===== src/rtl/cfg_pkg.sv =====
// Shared types and defaults for the configuration chain loader.
package cfg_pkg;

  typedef enum logic [1:0] {
    CFG_IDLE,
    CFG_FETCH,
    CFG_SHIFT,
    CFG_DONE
  } cfg_state_t;

  localparam int CFG_CHAIN_LEN = 256;
  localparam int CFG_WORD_W    = 8;
  localparam int CFG_DIV       = 2;

  // Counter width able to index 0..n-1, never narrower than one bit.
  function automatic int cnt_w(input int n);
    return (n > 1) ? $clog2(n) : 1;
  endfunction

endpackage


===== src/rtl/cfg_clk_div.sv =====
// Shift-clock generator: DIV clk cycles per half-period, frozen while en is low.
module cfg_clk_div
  import cfg_pkg::*;
#(
  parameter int DIV = CFG_DIV
) (
  input  logic clk,
  input  logic rst_n,
  input  logic en,
  output logic chain_clk,
  output logic rise,
  output logic fall
);

  localparam int CW = cnt_w(DIV);

  logic [CW-1:0] cnt;
  logic          half_end;

  // Strobes flag the cycle whose closing clk edge toggles chain_clk.
  assign half_end = en && (cnt == CW'(DIV - 1));
  assign rise     = half_end && !chain_clk;
  assign fall     = half_end && chain_clk;

  // NOTE: sequential state uses non-blocking assignments so every register
  // samples pre-edge values regardless of process ordering.
  always_ff @(posedge clk or negedge rst_n) begin
    if (!rst_n) begin
      cnt       <= '0;
      chain_clk <= 1'b0;
    end else if (en) begin
      if (half_end) begin
        cnt       <= '0;
        chain_clk <= ~chain_clk;
      end else begin
        cnt <= cnt + 1'b1;
      end
    end
  end

endmodule


===== src/rtl/cfg_chain_loader.sv =====
// Serial bitstream loader for the fabric configuration chain.
// Optional chain readback is built only when CFG_READBACK_EN is defined.
module cfg_chain_loader
  import cfg_pkg::*;
#(
  parameter int CHAIN_LEN = CFG_CHAIN_LEN,
  parameter int WORD_W    = CFG_WORD_W,
  parameter int DIV       = CFG_DIV
) (
  input  logic              clk,
  input  logic              rst_n,
  input  logic              start,
  input  logic              in_valid,
  output logic              in_ready,
  input  logic [WORD_W-1:0] in_data,
  output logic              chain_clk,
  output logic              chain_d,
  input  logic              chain_q,
  output logic              fabric_rst,
  output logic              busy,
  output logic              done,
  output logic              rb_valid,
  input  logic              rb_ready,
  output logic [WORD_W-1:0] rb_data
);

  localparam int BCW = $clog2(CHAIN_LEN + 1);
  localparam int IW  = cnt_w(WORD_W);

  cfg_state_t        state, state_nxt;
  logic [BCW-1:0]    bit_cnt;
  logic [IW-1:0]     bit_idx;
  logic [WORD_W-1:0] sreg, sreg_shr;
  logic              div_en, rise, fall;
  logic              last_bit, word_end, load_done;
  logic              rb_idle, rb_stall;

  assign sreg_shr = sreg >> 1;
  assign last_bit = (bit_cnt == BCW'(CHAIN_LEN));
  assign word_end = (bit_idx == IW'(WORD_W - 1));
  assign in_ready = (state == CFG_FETCH);

  // Finishing waits for the last fall and for any pending readback word.
  assign load_done = (state == CFG_SHIFT) && last_bit && (fall || !chain_clk) && rb_idle;
  // Only the low phase is frozen, so a stall always parks chain_clk low.
  assign div_en    = (state == CFG_SHIFT) && !(!chain_clk && (last_bit || rb_stall));

  cfg_clk_div #(.DIV(DIV)) u_clk_div (
    .clk       (clk),
    .rst_n     (rst_n),
    .en        (div_en),
    .chain_clk (chain_clk),
    .rise      (rise),
    .fall      (fall)
  );

  // NOTE: next state gets a default before the case so no path infers a latch.
  always_comb begin
    state_nxt = state;
    unique case (state)
      CFG_IDLE, CFG_DONE: if (start) state_nxt = CFG_FETCH;
      CFG_FETCH:          if (in_valid) state_nxt = CFG_SHIFT;
      CFG_SHIFT: begin
        if (load_done)                         state_nxt = CFG_DONE;
        else if (fall && !last_bit && word_end) state_nxt = CFG_FETCH;
      end
    endcase
  end

  always_ff @(posedge clk or negedge rst_n) begin
    if (!rst_n) begin
      state      <= CFG_IDLE;
      bit_cnt    <= '0;
      bit_idx    <= '0;
      sreg       <= '0;
      chain_d    <= 1'b0;
      busy       <= 1'b0;
      done       <= 1'b0;
      fabric_rst <= 1'b1;
    end else begin
      state <= state_nxt;
      // Status is registered from the next state so fabric_rst cannot glitch.
      busy       <= (state_nxt == CFG_FETCH) || (state_nxt == CFG_SHIFT);
      done       <= (state_nxt == CFG_DONE);
      fabric_rst <= (state_nxt != CFG_DONE);

      if ((state == CFG_IDLE || state == CFG_DONE) && start) bit_cnt <= '0;
      if (rise) bit_cnt <= bit_cnt + 1'b1;

      if (state == CFG_FETCH && in_valid) begin
        sreg    <= in_data;
        chain_d <= in_data[0];
        bit_idx <= '0;
      end else if (fall && !last_bit && !word_end) begin
        sreg    <= sreg_shr;
        chain_d <= sreg_shr[0];
        bit_idx <= bit_idx + 1'b1;
      end
    end
  end

`ifdef CFG_READBACK_EN
  logic [IW-1:0]     rb_cnt;
  logic [WORD_W-1:0] rb_sh, rb_next;
  logic              rb_final;

  // New bits enter at the top, so after WORD_W bits the first one sits in the LSB.
  assign rb_next  = (rb_sh >> 1) | (WORD_W'(chain_q) << (WORD_W - 1));
  assign rb_final = (bit_cnt == BCW'(CHAIN_LEN - 1));
  assign rb_idle  = !rb_valid || rb_ready;
  assign rb_stall = rb_valid && !rb_ready;

  always_ff @(posedge clk or negedge rst_n) begin
    if (!rst_n) begin
      rb_valid <= 1'b0;
      rb_data  <= '0;
      rb_cnt   <= '0;
      rb_sh    <= '0;
    end else begin
      if (rb_valid && rb_ready) rb_valid <= 1'b0;
      if (rise) begin
        if (rb_cnt == IW'(WORD_W - 1) || rb_final) begin
          // A short final word is right-aligned and zero-padded.
          rb_valid <= 1'b1;
          rb_data  <= rb_next >> (IW'(WORD_W - 1) - rb_cnt);
          rb_cnt   <= '0;
          rb_sh    <= '0;
        end else begin
          rb_sh  <= rb_next;
          rb_cnt <= rb_cnt + 1'b1;
        end
      end
    end
  end
`else
  logic unused_rb_inputs;

  assign rb_valid         = 1'b0;
  assign rb_data          = '0;
  assign rb_idle          = 1'b1;
  assign rb_stall         = 1'b0;
  assign unused_rb_inputs = chain_q ^ rb_ready;
`endif

endmodule


===== config.mk =====
export PLATFORM = sky130hd
export DESIGN_NAME = cfg_chain_loader
export DESIGN_NICKNAME = d
export VERILOG_FILES = /design/src/rtl/cfg_pkg.sv /design/src/rtl/cfg_clk_div.sv /design/src/rtl/cfg_chain_loader.sv
export SDC_FILE = /design/constraint.sdc
export NUM_CORES = 1
export LEC_CHECK = 0
export ABC_AREA = 1
export CAP_MARGIN = 20
export CORE_ASPECT_RATIO = 0.75
export CORE_MARGIN = 2
export CORE_UTILIZATION = 50
export DETAILED_ROUTE_END_ITERATION = 10
export PLACE_DENSITY = 0.77
export SYNTH_ARGS = -nofsm -noshare
export SYNTH_HDL_FRONTEND = slang
export SYNTH_SLANG_ARGS = --single-unit

===== constraint.sdc =====
create_clock -name clk -period 3.6 [get_ports clk]
set_clock_uncertainty 0.15 [all_clocks]
set_input_delay 0.54 -clock clk [delete_from_list [all_inputs] [get_ports clk]]
set_output_delay 0.54 -clock clk [all_outputs]
set_load 0.02 [all_outputs]

# Word level (Yosys, flattened, before mapping)
# Index checks and enable logic that the tools add are counted.
# word_totals
elab_cells	61
output_inout_bits	15
in_bits	14
register_bits	28
# op_classes
n_reduce_logical	24
bitwise_logic	1
add_sub_neg	3
n_eq_ne	9
muxes	14
# ops
cell	count
$mux 9	2
$mux 8	2
$logic_and 1x1->1	12
$add 9x1->9 const B	1
$eq 9x9->1 const B	1
$eq 2x2->1 const B	4
$mux 2	4
$mux 3	2
$pmux 2 s3	1
$eq 2x1->1 const B	2
$logic_not 1->1	4
$reduce_bool 2->1	2
$add 3x1->3 const B	1
$eq 3x3->1 const B	1
$logic_or 1x1->1	3
$mux 1	3
$logic_not 2->1	1
$ne 2x2->1 const B	1
$reduce_and 2->1	1
$reduce_or 2->1	1
$add 1x1->1 const B	1
$not 1->1	1

# Logic depth before layout (Yosys ltp)
# logic_depth
word_depth	13
ltp_mapped	13
ltp_nobuf	13

# Cells and area by module
# A second synthesis with hierarchy kept.
# hier_totals
hier_cells	193
hier_area_um2	1549.0
# modules_own_cells
module	seq_area_each_um2	cells_per_inst	area_each_um2	instances
cfg_chain_loader	626.9	181	1457.6	1
cfg_clk_div	50.0	12	91.3	1

# Worst setup path after synthesis
# OpenSTA, ideal clock, no wires.
# synth_timing
path_kind	register to register
from	register state[0]
to	register busy
required_ns	3.324
setup_time_ns	0.126
path_buffers	0
path_slack_ns	1.817
period_less_slack_ns	1.783
path_stages_with_launch	12
arrival_ns	1.507
path_cell_list	dfrtp_1 inv_1 ha_1 nand3_1 inv_2 nand3_2 nand2_1 nand2_1 nand2_1 nand2_1 inv_1 ha_1
# synth_between
elab_chain_len	11
word_cells_on_any_way	21
classes_between	eq/ne: 5; mux: 5; reduce/logical: 11
# synth_lines
element	line	text
start, declared	cfg_chain_loader.sv:30	cfg_state_t state, state_nxt;
start signal, assigned	cfg_chain_loader.sv:81	state <= state_nxt;
$eq 2x2->1	cfg_chain_loader.sv:44, cfg_chain_loader.sv:46, cfg_chain_loader.sv:60	
$logic_and 1x1->1	cfg_chain_loader.sv:46	assign div_en = (state == CFG_SHIFT) && !(!chain_clk && (last_bit || rb_stall));
$logic_and 1x1->1	cfg_clk_div.sv:21	assign half_end = en && (cnt == CW'(DIV - 1));
$logic_and 1x1->1	cfg_clk_div.sv:23	assign fall = half_end && chain_clk;
$logic_and 1x1->1 (2 in series)	cfg_chain_loader.sv:65	else if (fall && !last_bit && word_end) state_nxt = CFG_FETCH;
$mux 2	cfg_chain_loader.sv:65	
$mux 2	cfg_chain_loader.sv:64	if (load_done) state_nxt = CFG_DONE;
$pmux 2 s3 *	cfg_chain_loader.sv:60	unique case (state)
$eq 2x1->1 / $eq 2x2->1 (equally long branches)	cfg_chain_loader.sv:83	busy <= (state_nxt == CFG_FETCH) || (state_nxt == CFG_SHIFT);
$logic_or 1x1->1 *	cfg_chain_loader.sv:83	
end signal, assigned	cfg_chain_loader.sv:83	
end, declared	cfg_chain_loader.sv:20	output logic busy,
# Mark *: on every way between the ends. The rest lies on a longest branch, timed or not.
# A chain may end at the register's enable or synchronous reset.

# Worst setup path after layout
# layout_timing
from	register state[1]
to	output port in_ready
# layout_between
elab_chain_len	1
# layout_lines
element	line	text
$eq 2x1->1	cfg_chain_loader.sv:41	assign in_ready = (state == CFG_FETCH);
end, declared	cfg_chain_loader.sv:14	output logic in_ready,
# Every way passes these cells.

==> qor.yml <==
outcome:
  outcome: "finished clean"
logic_synthesis:
  synth_edf_count: 0
  yosysSeqAreaShare_pct: 43.49
  syn_inst: 181
  synth_area_sq_mm: 0.001556
  yosys_warnings: 0
  synth_common_cells: "nand2_1 (55), dfrtp_1 (26), inv_1 (17)"
  async_reset_ff_share_pct: 100.0
  post-synth-top-count-cell: "nand2_1"
  ys_types: 28
  ys.flop_type: "dfrtp_1"
  synth_area_leaders: "dfrtp_1 (42%), nand2_1 (13%), ha_1 (5.6%)"
  synth_seq_cells: 27
  yosys.area.top_type: "dfrtp_1"
  syn_area_per_cell_sq_um: 8.599
  yosys.area.top_type_share_pct: 41.80
layout:
  antenna_cells: 0
  fin_nets: 224
  layout-drive-gt1-share_pct: 15.84
  syn2layout_area_growth_pct: 14.95
  multi_input_area_sq_um: 745.7
  seqCellArea_sq_um: 676.9
  nFillCells: 244
drt:
  wl_um: 2819
  wl_met3_um: 97
  avgViaCountPerCell: 4.946
  wl_met2_um: 1352
  vias: 1187
  routed.top_layer: "met4"
  drcViolationCount: 0
  m1WireLength_um: 1350
  drtPass1Iterations: 4
  wire_per_inst_um: 11.75
  first_iter_violations: 58
  postRouteAntennaNets: 0
setup_path:
  critPathLaunch: "state[1]"
  required_ns: 2.91
  cp-start-kind: "flip-flop"
  crit_fanout: 3
  cp-endpoint: "in_ready"
  reg2regPathDepth: 11
  timing.rr.end: "busy"
  crit-reg2reg-launch: "state[0]"
  crit_arrival_ns: 1.59
  r2r_setup_slack_ns: 1.62
  cp-end-kind: "output pin"
  crit_type: "flip-flop to output pin"
die:
  initial_core_util_pct: 52.64
  die_width_um: 68.43
  fp-row-count: 17
  fp.dieArea_sq_mm: 0.003580
  dieHeight_um: 52.32
  core_area_sq_mm: 0.002957
  ios: 29
clocking:
  numCtsBuffers: 3
  clk_path_buf_depth: 2
  clock_sinks: 27
  cts_tree: "yes"
  cts_htree_levels: 1
  post-cts-setup-buffers: 0
  cts_resized: 0
  clkLatencyLatePin_ns: 0.27
  hold_buffers: 0
  clkSlewWorstSetupHoldPaths_ns: 0.08
  clockRootBuffer: "clkbuf_8"
sta:
  drv_slew: 0
  fin_tns_setup_ns: 0
  rsz0062_at_grt: "no"
  setup_viol: 0
  fin_crit_sh_pct: 63.28
  period_needed_ns: 2.278
  fmax_ghz: 0.4390
  finalHoldViolations: 0
power:
  p_comb_share_pct: 48.1
  power_frac_clock_pct: 13.6
  power.density_mw_per_mm2: 696.4
  power.leakage_nw: 0.9046
  p_switching_uw: 526.6
  totalPowerFinal_mw: 1.246
  p_int_uw: 719.4
  ir_drop_mv: 0.4607
  p_seq_share_pct: 38.3
  p_sw_share_pct: 42.26
placement:
  hpwl_um: 2131
  gp_congestion: 0.7919
  io_buffers: 17
global_routing:
  grt_pass1_wl_um: 4802
  grt_pass1_vias: 1096
  grt_start_max_net_pins: 28
  overflow: 0
  antenna_found_initial: 0
  track_usage_pct: 17.99
run:
  cap_violations: 0
min_path:
  min_path_type: "flip-flop to flip-flop"
[power by group through the flow]
stage	clock network, mW	logic, mW	registers [mW]
after floorplan	0	0.420	0.498
after global placement	0	0.578	0.474
after detailed placement	0	0.600	0.483
after CTS	0.175	0.609	0.478
after global routing	0.185	0.685	0.493
final	0.170	0.599	0.478
[per-layer routing]
metal  vias to the layer above  global-route usage, %
met4                         0                  4.000
met5                         -                      0
li1                        594                      -
met2                        28                  28.85
met1                       563                  24.86
met3                         2                  3.871
[critical path, cell delays in order (launching register included)]
cell and delay, ns:
dfrtp_1 0.41, inv_1 0.11, ha_1 0.20, clkdlybuf4s50_1 0.62
[state kept, by name, summed over array words and instances, names as in the netlist]
signal,flops
bit_cnt,9
bit_idx,3
busy,1
done,1
fabric_rst,1
sreg,8
state,2
u_clk_div.chain_clk,1
u_clk_div.cnt,1
[through the flow]
stage / hold WS (ns) / util, % / instances / setup WS, ns / cell area, sq um
3_3_place_gp: 0.3060 / 58.99 / 236 / 1.479 / 1744
2_1_floorplan: 0.09441 / - / 189 / 1.817 / 1587
3_5_place_dp: 0.3225 / 58.99 / 236 / 1.439 / 1744
6_report: 0.3397 / 60.52 / 240 / 1.322 / 1789
5_1_grt: 0.3628 / 60.52 / 240 / 1.261 / 1789
4_1_cts: 0.3441 / 60.52 / 240 / 1.321 / 1789
[cell type report]
type	count	share of cell area, %
Inverter	25	5.385
Multi-Input combinational cell	128	41.68
Tap cell	38	2.657
Timing Repair Buffer	18	9.930
Sequential cell	27	37.83
Clock buffer	4	2.517
[cell usage in the layout (no fill, tap or decap), types with 2 or more instances in the layout]
cell / n
o21ai_0: 8
clkbuf_8: 3
o22ai_1: 2
nand4_1: 2
ha_1: 7
nor2_1: 5
clkdlybuf4s50_1: 17
nor2_2: 3
nand2_4: 3
inv_2: 6
conb_1: 9
nand2_2: 2
inv_1: 17
nand2_1: 55
dfrtp_1: 26
nand3_1: 10
o21ai_1: 2
xor2_1: 5
nand3_2: 8
[kinds of logic after synthesis]
| logic type | share of synthesized area, % |
|---|---|
| other cells | 0.2409 |
| buf+inv | 10.53 |
| compound gates | 4.823 |
| simple gates | 32.48 |
| xor+xnor | 2.813 |
| fa+ha+maj | 5.627 |
| flops | 43.49 |
[worst min path at each step]
stage,endpoint,from,slack [ns],depth (start not counted)
finish,sreg[5],sreg[5],0.34,2
global placement,sreg[7],sreg[7],0.31,2
CTS,bit_idx[1],bit_idx[1],0.34,2
global route,bit_idx[1],bit_idx[1],0.36,2
floorplan,bit_cnt[0],rst_n,0.09,0
detailed placement,sreg[1],sreg[1],0.32,2
Note: power is estimated with default switching activity, not from simulation.
